$ cat src/rtl/seq_mult_ctrl_if.sv
// Job-request and datapath-control bundle between the job issuer,
// the digit-serial multiplier sequencer and its seq_mult datapath.
interface seq_mult_ctrl_if #(
  parameter int P         = 2,
  parameter int MAX_WIDTH = 16
);
  localparam int D   = MAX_WIDTH / P;
  localparam int BSW = $clog2(D) + 1;
  localparam int SW  = $clog2(D);

  logic                   req_valid;
  logic                   req_ready;
  logic [BSW-1:0]         req_bitsize;
  logic                   req_signed;
  logic [MAX_WIDTH-1:0]   req_a;
  logic [MAX_WIDTH-1:0]   req_b;
  logic [4*P-1:0]         req_init;

  logic [MAX_WIDTH-1:0]   mul_a;
  logic [MAX_WIDTH-1:0]   mul_b;
  logic [4*P-1:0]         mul_init_sum;
  logic                   mul_start;
  logic                   mul_count_last2;
  logic                   mul_last_out;
  logic                   mul_count_down;
  logic                   mul_invert_first_bit;
  logic                   mul_invert_second_row;
  logic                   mul_place_one;
  logic [SW-1:0]          mul_sel_a;
  logic [SW-1:0]          mul_sel_b;
  logic [1:0]             mul_count_shift_input;
  logic [BSW-1:0]         mul_bitsize;

  logic                   dig_valid;
  logic [3:0]             dig_idx;
  logic                   done;
  logic                   err;

  modport master (
    output req_valid, req_bitsize, req_signed, req_a, req_b, req_init,
    input  req_ready, mul_a, mul_b, mul_init_sum, mul_start, mul_count_last2,
           mul_last_out, mul_count_down, mul_invert_first_bit,
           mul_invert_second_row, mul_place_one, mul_sel_a, mul_sel_b,
           mul_count_shift_input, mul_bitsize, dig_valid, dig_idx, done, err
  );

  modport slave (
    input  req_valid, req_bitsize, req_signed, req_a, req_b, req_init,
    output req_ready, mul_a, mul_b, mul_init_sum, mul_start, mul_count_last2,
           mul_last_out, mul_count_down, mul_invert_first_bit,
           mul_invert_second_row, mul_place_one, mul_sel_a, mul_sel_b,
           mul_count_shift_input, mul_bitsize, dig_valid, dig_idx, done, err
  );
endinterface

$ cat src/rtl/seq_mult_ctrl.sv
// Sequencer for the digit-serial multiplier: accepts a job, walks the
// product columns one digit pair per cycle and flags each product digit.
//
// state | meaning
// IDLE  | ready for a job; illegal bitsize answered with an err pulse
// LOAD  | operands latched, datapath start strobe
// MAC   | one digit pair (i,j) per cycle, column by column
// DRAIN | final carry digit pushed out of the datapath
// DONE  | job-complete pulse, last digit valid
module seq_mult_ctrl #(
  parameter int P         = 2,
  parameter int MAX_WIDTH = 16
) (
  input logic            clk,
  input logic            rst_n,
  seq_mult_ctrl_if.slave bus
);
  localparam int D   = MAX_WIDTH / P;
  localparam int BSW = $clog2(D) + 1;
  localparam int SW  = $clog2(D);
  localparam logic [BSW-1:0] ONE  = BSW'(1);
  localparam logic [BSW-1:0] DMAX = BSW'(D);
  localparam logic [BSW:0]   TWO  = (BSW+1)'(2);

  typedef enum logic [2:0] {IDLE, LOAD, MAC, DRAIN, DONE} state_t;

  typedef struct packed {
    logic [SW-1:0] sel_a;
    logic [SW-1:0] sel_b;
    logic          last2;
    logic          down;
    logic          inv_first;
    logic          inv_second;
    logic          place_one;
  } pair_ctl_t;

  state_t               state_q;
  logic                 ready_q;
  logic [MAX_WIDTH-1:0] a_q, b_q;
  logic [4*P-1:0]       init_q;
  logic [BSW-1:0]       n_q;
  logic                 sgn_q;
  logic [BSW-1:0]       k_q, i_q;
  pair_ctl_t            ctl_q;
  logic                 start_q, last_out_q, done_q, err_q;
  logic                 dig_valid_q;
  logic [3:0]           dig_idx_q;

  logic                 legal;
  logic                 last_in_col, last_pair;
  logic [BSW-1:0]       k_d, i_d;

  // Lowest row index that contributes to column k.
  function automatic logic [BSW-1:0] col_imin(input logic [BSW-1:0] k,
                                              input logic [BSW-1:0] n);
    return (k >= n) ? (k - n + ONE) : '0;
  endfunction

  // Highest row index that contributes to column k.
  function automatic logic [BSW-1:0] col_imax(input logic [BSW-1:0] k,
                                              input logic [BSW-1:0] n);
    return (k < n) ? k : (n - ONE);
  endfunction

  // Datapath strobes for digit pair (i, k-i); sign strobes only on signed jobs.
  function automatic pair_ctl_t pair_ctl(input logic [BSW-1:0] k,
                                         input logic [BSW-1:0] i,
                                         input logic [BSW-1:0] n,
                                         input logic           sgn);
    pair_ctl_t      c;
    logic [BSW-1:0] j;
    j            = k - i;
    c.sel_a      = i[SW-1:0];
    c.sel_b      = j[SW-1:0];
    c.last2      = (i == col_imax(k, n));
    c.down       = (k >= n);
    c.inv_first  = sgn & (i == n - ONE) & (j != n - ONE);
    c.inv_second = sgn & (j == n - ONE) & (i != n - ONE);
    c.place_one  = sgn & ((n == ONE) | ((k == n) & (i == col_imin(k, n))));
    return c;
  endfunction

  // Successor of the current digit pair and end-of-schedule detection.
  always_comb begin
    legal       = (bus.req_bitsize != '0) && (bus.req_bitsize <= DMAX);
    last_in_col = (i_q == col_imax(k_q, n_q));
    last_pair   = last_in_col && ({1'b0, k_q} == ({n_q, 1'b0} - TWO));
    k_d         = last_in_col ? (k_q + ONE) : k_q;
    i_d         = last_in_col ? col_imin(k_d, n_q) : (i_q + ONE);
  end

  // Job FSM with registered datapath strobes and digit reporting.
  always_ff @(posedge clk or negedge rst_n) begin
    if (!rst_n) begin
      state_q     <= IDLE;
      ready_q     <= 1'b1;
      a_q         <= '0;
      b_q         <= '0;
      init_q      <= '0;
      n_q         <= '0;
      sgn_q       <= 1'b0;
      k_q         <= '0;
      i_q         <= '0;
      ctl_q       <= '0;
      start_q     <= 1'b0;
      last_out_q  <= 1'b0;
      done_q      <= 1'b0;
      err_q       <= 1'b0;
      dig_valid_q <= 1'b0;
      dig_idx_q   <= '0;
    end else begin
      start_q     <= 1'b0;
      last_out_q  <= 1'b0;
      done_q      <= 1'b0;
      err_q       <= 1'b0;
      ctl_q       <= '0;
      dig_valid_q <= ctl_q.last2 | last_out_q;
      if (dig_valid_q) dig_idx_q <= dig_idx_q + 4'd1;
      case (state_q)
        IDLE: begin
          if (bus.req_valid) begin
            a_q    <= bus.req_a;
            b_q    <= bus.req_b;
            init_q <= bus.req_init;
            n_q    <= bus.req_bitsize;
            sgn_q  <= bus.req_signed;
            if (legal) begin
              state_q <= LOAD;
              start_q <= 1'b1;
              ready_q <= 1'b0;
            end else begin
              err_q <= 1'b1;
            end
          end
        end
        LOAD: begin
          state_q <= MAC;
          k_q     <= '0;
          i_q     <= '0;
          ctl_q   <= pair_ctl('0, '0, n_q, sgn_q);
        end
        MAC: begin
          if (last_pair) begin
            state_q    <= DRAIN;
            last_out_q <= 1'b1;
          end else begin
            k_q   <= k_d;
            i_q   <= i_d;
            ctl_q <= pair_ctl(k_d, i_d, n_q, sgn_q);
          end
        end
        DRAIN: begin
          state_q <= DONE;
          done_q  <= 1'b1;
        end
        DONE: begin
          state_q   <= IDLE;
          ready_q   <= 1'b1;
          dig_idx_q <= '0;
        end
        default: begin
          state_q <= IDLE;
          ready_q <= 1'b1;
        end
      endcase
    end
  end

  assign bus.req_ready             = ready_q;
  assign bus.mul_a                 = a_q;
  assign bus.mul_b                 = b_q;
  assign bus.mul_init_sum          = init_q;
  assign bus.mul_bitsize           = n_q;
  assign bus.mul_start             = start_q;
  assign bus.mul_count_last2       = ctl_q.last2;
  assign bus.mul_last_out          = last_out_q;
  assign bus.mul_count_down        = ctl_q.down;
  assign bus.mul_invert_first_bit  = ctl_q.inv_first;
  assign bus.mul_invert_second_row = ctl_q.inv_second;
  assign bus.mul_place_one         = ctl_q.place_one;
  assign bus.mul_sel_a             = ctl_q.sel_a;
  assign bus.mul_sel_b             = ctl_q.sel_b;
  assign bus.mul_count_shift_input = 2'b00;
  assign bus.dig_valid             = dig_valid_q;
  assign bus.dig_idx               = dig_idx_q;
  assign bus.done                  = done_q;
  assign bus.err                   = err_q;
endmodule
$ cat src/flat_wrapper.sv
// flat-port wrapper written by rule: the top's interface ports become plain ports
module seq_mult_ctrl_flat 
#(
  parameter int P         = 2,
  parameter int MAX_WIDTH = 16
)
  (clk, rst_n, bus_req_valid, bus_req_bitsize, bus_req_signed, bus_req_a, bus_req_b, bus_req_init, bus_req_ready, bus_mul_a, bus_mul_b, bus_mul_init_sum, bus_mul_start, bus_mul_count_last2, bus_mul_last_out, bus_mul_count_down, bus_mul_invert_first_bit, bus_mul_invert_second_row, bus_mul_place_one, bus_mul_sel_a, bus_mul_sel_b, bus_mul_count_shift_input, bus_mul_bitsize, bus_dig_valid, bus_dig_idx, bus_done, bus_err);
  seq_mult_ctrl_if #(.P(P), .MAX_WIDTH(MAX_WIDTH)) bus_i ();
  input logic clk;
  input logic rst_n;
  input wire logic [$bits(bus_i.req_valid)-1:0] bus_req_valid;
  input wire logic [$bits(bus_i.req_bitsize)-1:0] bus_req_bitsize;
  input wire logic [$bits(bus_i.req_signed)-1:0] bus_req_signed;
  input wire logic [$bits(bus_i.req_a)-1:0] bus_req_a;
  input wire logic [$bits(bus_i.req_b)-1:0] bus_req_b;
  input wire logic [$bits(bus_i.req_init)-1:0] bus_req_init;
  output wire logic [$bits(bus_i.req_ready)-1:0] bus_req_ready;
  output wire logic [$bits(bus_i.mul_a)-1:0] bus_mul_a;
  output wire logic [$bits(bus_i.mul_b)-1:0] bus_mul_b;
  output wire logic [$bits(bus_i.mul_init_sum)-1:0] bus_mul_init_sum;
  output wire logic [$bits(bus_i.mul_start)-1:0] bus_mul_start;
  output wire logic [$bits(bus_i.mul_count_last2)-1:0] bus_mul_count_last2;
  output wire logic [$bits(bus_i.mul_last_out)-1:0] bus_mul_last_out;
  output wire logic [$bits(bus_i.mul_count_down)-1:0] bus_mul_count_down;
  output wire logic [$bits(bus_i.mul_invert_first_bit)-1:0] bus_mul_invert_first_bit;
  output wire logic [$bits(bus_i.mul_invert_second_row)-1:0] bus_mul_invert_second_row;
  output wire logic [$bits(bus_i.mul_place_one)-1:0] bus_mul_place_one;
  output wire logic [$bits(bus_i.mul_sel_a)-1:0] bus_mul_sel_a;
  output wire logic [$bits(bus_i.mul_sel_b)-1:0] bus_mul_sel_b;
  output wire logic [$bits(bus_i.mul_count_shift_input)-1:0] bus_mul_count_shift_input;
  output wire logic [$bits(bus_i.mul_bitsize)-1:0] bus_mul_bitsize;
  output wire logic [$bits(bus_i.dig_valid)-1:0] bus_dig_valid;
  output wire logic [$bits(bus_i.dig_idx)-1:0] bus_dig_idx;
  output wire logic [$bits(bus_i.done)-1:0] bus_done;
  output wire logic [$bits(bus_i.err)-1:0] bus_err;
  assign bus_i.req_valid = bus_req_valid;
  assign bus_i.req_bitsize = bus_req_bitsize;
  assign bus_i.req_signed = bus_req_signed;
  assign bus_i.req_a = bus_req_a;
  assign bus_i.req_b = bus_req_b;
  assign bus_i.req_init = bus_req_init;
  assign bus_req_ready = bus_i.req_ready;
  assign bus_mul_a = bus_i.mul_a;
  assign bus_mul_b = bus_i.mul_b;
  assign bus_mul_init_sum = bus_i.mul_init_sum;
  assign bus_mul_start = bus_i.mul_start;
  assign bus_mul_count_last2 = bus_i.mul_count_last2;
  assign bus_mul_last_out = bus_i.mul_last_out;
  assign bus_mul_count_down = bus_i.mul_count_down;
  assign bus_mul_invert_first_bit = bus_i.mul_invert_first_bit;
  assign bus_mul_invert_second_row = bus_i.mul_invert_second_row;
  assign bus_mul_place_one = bus_i.mul_place_one;
  assign bus_mul_sel_a = bus_i.mul_sel_a;
  assign bus_mul_sel_b = bus_i.mul_sel_b;
  assign bus_mul_count_shift_input = bus_i.mul_count_shift_input;
  assign bus_mul_bitsize = bus_i.mul_bitsize;
  assign bus_dig_valid = bus_i.dig_valid;
  assign bus_dig_idx = bus_i.dig_idx;
  assign bus_done = bus_i.done;
  assign bus_err = bus_i.err;
  seq_mult_ctrl #(.P(P), .MAX_WIDTH(MAX_WIDTH)) u_core (.clk(clk), .rst_n(rst_n), .bus(bus_i));
endmodule
$ cat config.mk
export PLATFORM = sky130hd
export DESIGN_NAME = seq_mult_ctrl_flat
export DESIGN_NICKNAME = d
export VERILOG_FILES = /design/src/rtl/seq_mult_ctrl_if.sv /design/src/rtl/seq_mult_ctrl.sv /design/src/flat_wrapper.sv
export SDC_FILE = /design/constraint.sdc
export NUM_CORES = 1
export LEC_CHECK = 0
export ABC_AREA = 1
export CORE_MARGIN = 3
export CORE_UTILIZATION = 49
export CTS_CLUSTER_SIZE = 40
export DETAILED_ROUTE_END_ITERATION = 6
export GPL_ROUTABILITY_DRIVEN = 0
export HOLD_SLACK_MARGIN = 0.03
export PLACE_DENSITY = 0.85
export SETUP_SLACK_MARGIN = 0.3
export SYNTH_ARGS = -nofsm -noshare
export SYNTH_HDL_FRONTEND = slang
export SYNTH_SLANG_ARGS = --single-unit
export TNS_END_PERCENT = 10
$ cat constraint.sdc
create_clock -name clk -period 5.1 [get_ports clk]
set_input_delay 0.765 -clock clk [delete_from_list [all_inputs] [get_ports clk]]
set_output_delay 0.765 -clock clk [all_outputs]
set_load 0.005 [all_outputs]
### After elaboration in Yosys (flattened, before gate mapping)

Cells that the tools add are included.

| word-level totals | value |
|---|---|
| register bits | 77 |
| bits of input ports | 48 |
| output and inout port bits | 67 |
| logic and storage cells | 117 |

| cells by class | value |
|---|---|
| $add $sub $neg | 10 |
| $lt $le $gt $ge | 6 |
| equality and inequality tests | 18 |
| multiplexer cells | 31 |
| bitwise logic cells | 14 |
| reduce and logical (&&, ||, !) cells | 16 |

Operators with widths:

| kind | count |
|---|---|
| $mux W4 | 11 |
| $eq A4 B4 Y1 | 6 |
| $pmux W11 S2 | 1 |
| $add A4 B1 Y4 const B | 5 |
| $logic_not A4 Y1 | 4 |
| $pmux W4 S2 | 2 |
| $pmux W3 S4 | 1 |
| $mux W1 | 11 |
| $mux W11 | 1 |
| $and A1 B1 Y1 | 10 |
| $mux W3 | 3 |
| $lt A4 B4 Y1 | 2 |
| $ne A4 B4 Y1 | 2 |
| $reduce_bool A4 Y1 | 2 |
| $sub A4 B4 Y4 | 2 |
| $eq A3 B2 Y1 const B | 2 |
| $reduce_and A3 Y1 | 2 |
| $eq A4 B5 Y1 | 1 |
| $sub A5 B2 Y5 const B | 1 |
| $eq A4 B1 Y1 const B | 1 |
| $ge A1 B4 Y1 const A | 1 |
| $ge A4 B4 Y1 | 1 |
| $le A4 B4 Y1 const B | 1 |
| $lt A1 B4 Y1 const A | 1 |
| other kinds (14) | 21 |

### Longest topological paths before layout

| depth | value |
|---|---|
| word-level depth | 14 |
| depth in mapped cells | 37 |

### Worst setup path after synthesis

Ideal clock, no wire load.

| timing | value |
|---|---|
| kind | reg-to-reg |
| from | reg u_core.n_q[3], in the netlist u_core.bus.mul_bitsize[3] |
| to | reg u_core.ctl_q, in the netlist u_core.bus.mul_invert_first_bit |
| setup time | 0.115 ns |
| arrival time | 4.569 ns |
| data required time | 4.985 ns |
| setup slack | 0.415 ns |
| cell stages (with the launch flop) | 35 |
| buffers on the path | 1 |
| clock period less this slack | 4.685 ns |
| cell sequence | dfrtp_1 inv_1 ha_1 a21oi_2 nand2_4 nand2_2 nand2_1 nand2_1 nand2_2 nor2_8 nand2_4 buf_6 nand2_1 nand2_1 inv_1 ha_1 nand2_1 inv_1 nand2_1 nand2_1 a31oi_1 nand2_1 nand2_1 nand3_1 nand2_1 inv_1 ha_1 inv_1 fa_1 nand2_1 nand4_1 nor3b_1 nand2_1 nor2_1 nor2_1 |

| on the way | value |
|---|---|
| word-level cells in the longest chain between the ends | 13 |

Ends and longest elaborated chain:

| item | line | text |
|---|---|---|
| start, declared | seq_mult_ctrl.sv:41 | `logic [BSW-1:0] n_q;` |
| start signal, assigned | seq_mult_ctrl.sv:125 | `n_q <= bus.req_bitsize;` |
| $sub A4 B1 Y4 / $lt A4 B4 Y1 (equally long branches) | seq_mult_ctrl.sv:62, seq_mult_ctrl.sv:77 |  |
| $mux W4 | seq_mult_ctrl.sv:62 | `return (k < n) ? k : (n - ONE);` |
| $eq A4 B4 Y1 | seq_mult_ctrl.sv:86 | `last_in_col = (i_q == col_imax(k_q, n_q));` |
| $mux W4 | seq_mult_ctrl.sv:88 | `k_d = last_in_col ? (k_q + ONE) : k_q;` |
| $sub A4 B4 Y4 | seq_mult_ctrl.sv:56 | `return (k >= n) ? (k - n + ONE) : '0;` |
| $add A4 B1 Y4 | seq_mult_ctrl.sv:56 |  |
| $mux W4 | seq_mult_ctrl.sv:56 |  |
| $mux W4 | seq_mult_ctrl.sv:89 | `i_d = last_in_col ? col_imin(k_d, n_q) : (i_q + ONE);` |
| $sub A4 B4 Y4 / $eq A4 B4 Y1 (equally long branches) | seq_mult_ctrl.sv:72, seq_mult_ctrl.sv:77 |  |
| $ne A4 B4 Y1 / $and A1 B1 Y1 (equally long branches) | seq_mult_ctrl.sv:77 | `c.inv_first = sgn & (i == n - ONE) & (j != n - ONE);` |
| $and A1 B1 Y1 | seq_mult_ctrl.sv:77 |  |
| $mux W11 | seq_mult_ctrl.sv:143 | `if (last_pair) begin` |
| $pmux W11 S2 * | seq_mult_ctrl.sv:119 | `case (state_q)` |
| end signal, assigned | seq_mult_ctrl.sv:140 | `ctl_q <= pair_ctl('0, '0, n_q, sgn_q);` |
| end signal, assigned | seq_mult_ctrl.sv:149 | `ctl_q <= pair_ctl(k_d, i_d, n_q, sgn_q);` |
| end, declared | seq_mult_ctrl.sv:44 | `pair_ctl_t ctl_q;` |

Every way passes the cells marked *; elsewhere a longest branch is shown, timed or not.
A chain may end at the register's enable or synchronous reset.

### Worst setup path in the final report

| timing | value |
|---|---|
| from | reg u_core.n_q[1], in the netlist u_core.bus.mul_bitsize[1] |
| to | reg u_core.ctl_q, in the netlist u_core.bus.mul_invert_first_bit |

The elaborated chain is that of the path after synthesis.

==> flow_metrics.tcl <==
set metrics [dict create \
    vdd_drop_max_mv 0.145 \
    reg2reg_depth 35 \
    rr_endpoint "u_core.bus.mul_invert_first_bit" \
    viasPerCell 5.49 \
    grt_pass1_vias 3719 \
    rsz0062_at_grt "false" \
    hold_viol 0 \
    min_to "u_core.bus.dig_valid" \
    hold_class "reg2reg" \
    num_vias 3769 \
    clock_latency_ns 0.35 \
    critPathMostFrequentCell "nand2_1" \
    num-fill-cells 573 \
    fmax_mhz 214 \
    port_buffers 112 \
    r2r_slack_ns 0.43 \
    p_int_mw 0.919 \
    synth_top_area_cell "dfrtp_1" \
    fin_area_mm2 0.00585 \
    synth_enable_flop_cells 0 \
    leakage_nw 2.96 \
    die-area_mm2 0.00966 \
    avgSynthCellArea_um2 9.42 \
    clk_path_buf_depth 2 \
    place_area_mm2 0.00542 \
    htreeDepth 3 \
    worstMarginPinSlew_ns 1.10 \
    yosysMostFrequentCell "nand2_1" \
    cts_hold_buf 0 \
    areaGrowthSynthToFinish_pct 40.2 \
    startpoint_type "flip-flop" \
    ys_types 42 \
    numCtsBuffers 9 \
    comb_power_share_pct 4.3 \
    synth.area.top_cells "dfrtp_1 46%, mux2_2 11%, nand2_1 8.2%, ha_1 6.0%, nand3_1 5.6%" \
    grt_use_total_pct 23.8 \
    seqPwrFrac_pct 52.0 \
    initial_utilization_pct 50.6 \
    synth_flop_cell "dfrtp_1" \
    cts_tree "built" \
    clkSinkCount 77 \
    setup_viol 0 \
    slew_headroom_pct 26.6 \
    cp-end-kind "flip-flop" \
    wl_per_cell_um 17.0 \
    drt_iter0_drc 389 \
    arrival_ns 4.91 \
    ant_nets 0 \
    min-delay-start "u_core.bus.mul_last_out" \
    fin_nets 648 \
    grt_max_degree 78 \
    pwr-share-clk_pct 43.7 \
    synth_top_area_share_pct 45.5 \
    clockRootBuffer "clkbuf_8" \
    synth_warnings 0 \
    fin_crit_ns 4.67 \
    p_per_area_mw_per_mm2 200 \
    p_sw_mw 0.253 \
    grt.overflow.total 0 \
    critPathKind "reg2reg" \
    dp_hpwl_um 8340 \
    reg2reg_from "u_core.bus.mul_bitsize[1]" \
    fin_worst_skew_ns 0.0128 \
    drv_cap 0 \
    cp_max_fo 13 \
    drive_gt1_share_pct 21.6 \
    fp.dieW_um 98.3 \
    max_stage_delay_ns 0.50 \
    dieHeight_um 98.3 \
    antenna_found_initial 0 \
    synthesis.area_mm2 0.00418 \
    async_reset_ff_share_pct 100 \
    placementRows 33 \
    swShare_pct 21.6 \
    core_area_mm2 0.00826 \
    grt_pass1_wl_um 18300 \
    clkSlewWorstSetupHoldPaths_ns 0.08 \
    slowest_stage "fa_1" \
    outcome "finished clean" \
    ys_seq_elements 77 \
    io_pins 115 \
    yosys-top-cells-count "91 x nand2_1, 76 x dfrtp_1, 57 x inv_1" \
    hold_depth 1 \
    crit_required_ns 5.35 \
    seq_area_frac_synth_pct 46.2 \
    synth_cells 443 \
    drt_pass1_iterations 5 \
    route.detailed.drc 0 \
    diodes 0 \
    slew_viol_final 0 \
    tns_ns 0 \
    period_share_pct 91.5 \
    routed_wl_um 11700 \
]
[cell usage in the layout, fill, tap and decap left out, types with 7 or more instances in the layout]
cell             count
inv_1               52
clkbuf_8             9
nand2_1             88
o22ai_1              7
dfrtp_1             72
ha_1                17
mux2_2              40
clkdlybuf4s50_1    111
nor2_1              22
nand3_1             46
nand2_2             12
buf_4               21
[worst max-delay path: cells and delay by family, from the launching register on]
| family | cells | cell delay (ns) |
|---|---|---|
| AND/OR/NAND/NOR | 23 | 2.23 |
| adder cells (fa/ha/maj) | 5 | 1.44 |
| flip-flops | 1 | 0.41 |
| buffers and inverters | 6 | 0.39 |
| AO/OA/AOI/OAI | 1 | 0.05 |
[stage by stage]
stage          cells  utilization, %  hold slack, ns  total power [mW]  setup WS (ns)
3_5_place_dp     657            65.6           0.479             0.673         0.0384
4_1_cts          675            68.7           0.497              1.18          0.325
3_3_place_gp     657            65.6           0.449             0.672          0.144
5_1_grt          687            70.9           0.516              1.21          0.210
2_1_floorplan    444               -           0.462             0.626          0.415
6_report         687            70.9           0.492              1.17          0.434
[worst max-delay path by stage]
stage | startpoint | endpoint | slack (ns) | cells past startpoint
final | u_core.bus.mul_bitsize[1] | u_core.bus.mul_invert_first_bit | 0.43 | 35
after global routing | u_core.bus.mul_bitsize[1] | u_core.bus.mul_invert_first_bit | 0.21 | 35
after detailed placement | u_core.bus.mul_bitsize[3] | u_core.bus.mul_invert_second_row | 0.04 | 29
after floorplan | u_core.bus.mul_bitsize[3] | u_core.bus.mul_invert_first_bit | 0.42 | 34
after global placement | u_core.bus.mul_bitsize[3] | u_core.bus.mul_invert_second_row | 0.14 | 29
after CTS | u_core.bus.mul_bitsize[2] | u_core.bus.mul_invert_first_bit | 0.32 | 30
[layer usage]
| layer | track usage (%) | up-vias | wire (µm) |
|---|---|---|---|
| met5 | 0 | - | 0 |
| met4 | 10.2 | 0 | 489 |
| met3 | 4.64 | 72 | 793 |
| met2 | 40.6 | 189 | 6000 |
| met1 | 29.3 | 1794 | 4380 |
| li1 | - | 1714 | - |
[layout make-up]
| cell class | count | area (µm²) | share of cell area [%] |
|---|---|---|---|
| multi-input combinational | 298 | 2070 | 35.4 |
| sequential | 77 | 1930 | 33.0 |
| timing repair buffer | 132 | 1270 | 21.7 |
| inverter | 59 | 231 | 3.95 |
| tap | 105 | 131 | 2.24 |
| clock buffer | 10 | 128 | 2.18 |
| clock inverter | 6 | 87.6 | 1.50 |
[sequential cells by signal, summed over array words and instances, names as in the netlist, 3 cells and up]
name	cells
u_core.bus.mul_a	16
u_core.bus.mul_b	16
u_core.bus.mul_init_sum	8
u_core.bus.dig_idx	4
u_core.bus.mul_bitsize	4
u_core.i_q	4
u_core.k_q	4
u_core.bus.mul_sel_a	3
u_core.bus.mul_sel_b	3
u_core.state_q	3
[power by group through the flow]
stage	combinational, mW	sequential (mW)	clock [mW]
2_1_floorplan	0.00380	0.622	0
3_3_place_gp	0.0496	0.622	0
3_5_place_dp	0.0509	0.622	0
4_1_cts	0.0513	0.610	0.519
5_1_grt	0.0553	0.610	0.547
6_report	0.0501	0.610	0.512
[logic make-up (layout without fill, tap and decap cells)]
logic type | after synthesis | in the layout | share of synthesized area (%)
AOI/OAI and AO/OA | 28 | 28 | 4.44
xor gates and xnor gates | 13 | 13 | 2.91
adders and majority gates | 23 | 23 | 7.43
buffers and inverters | 69 | 207 | 6.68
DFF | 77 | 77 | 46.2
muxes | 40 | 40 | 10.8
other | 1 | 2 | 0.0898
and+or+nand+nor | 192 | 192 | 21.5
[repair_timing]
item	4_1_cts	5_1_grt
setup endpoints to repair	2	2
resized for setup	7	22
cloned	0	0
pin swaps	2	5
setup buffers	2	12
No activity file was read; power rests on OpenSTA's default activity.
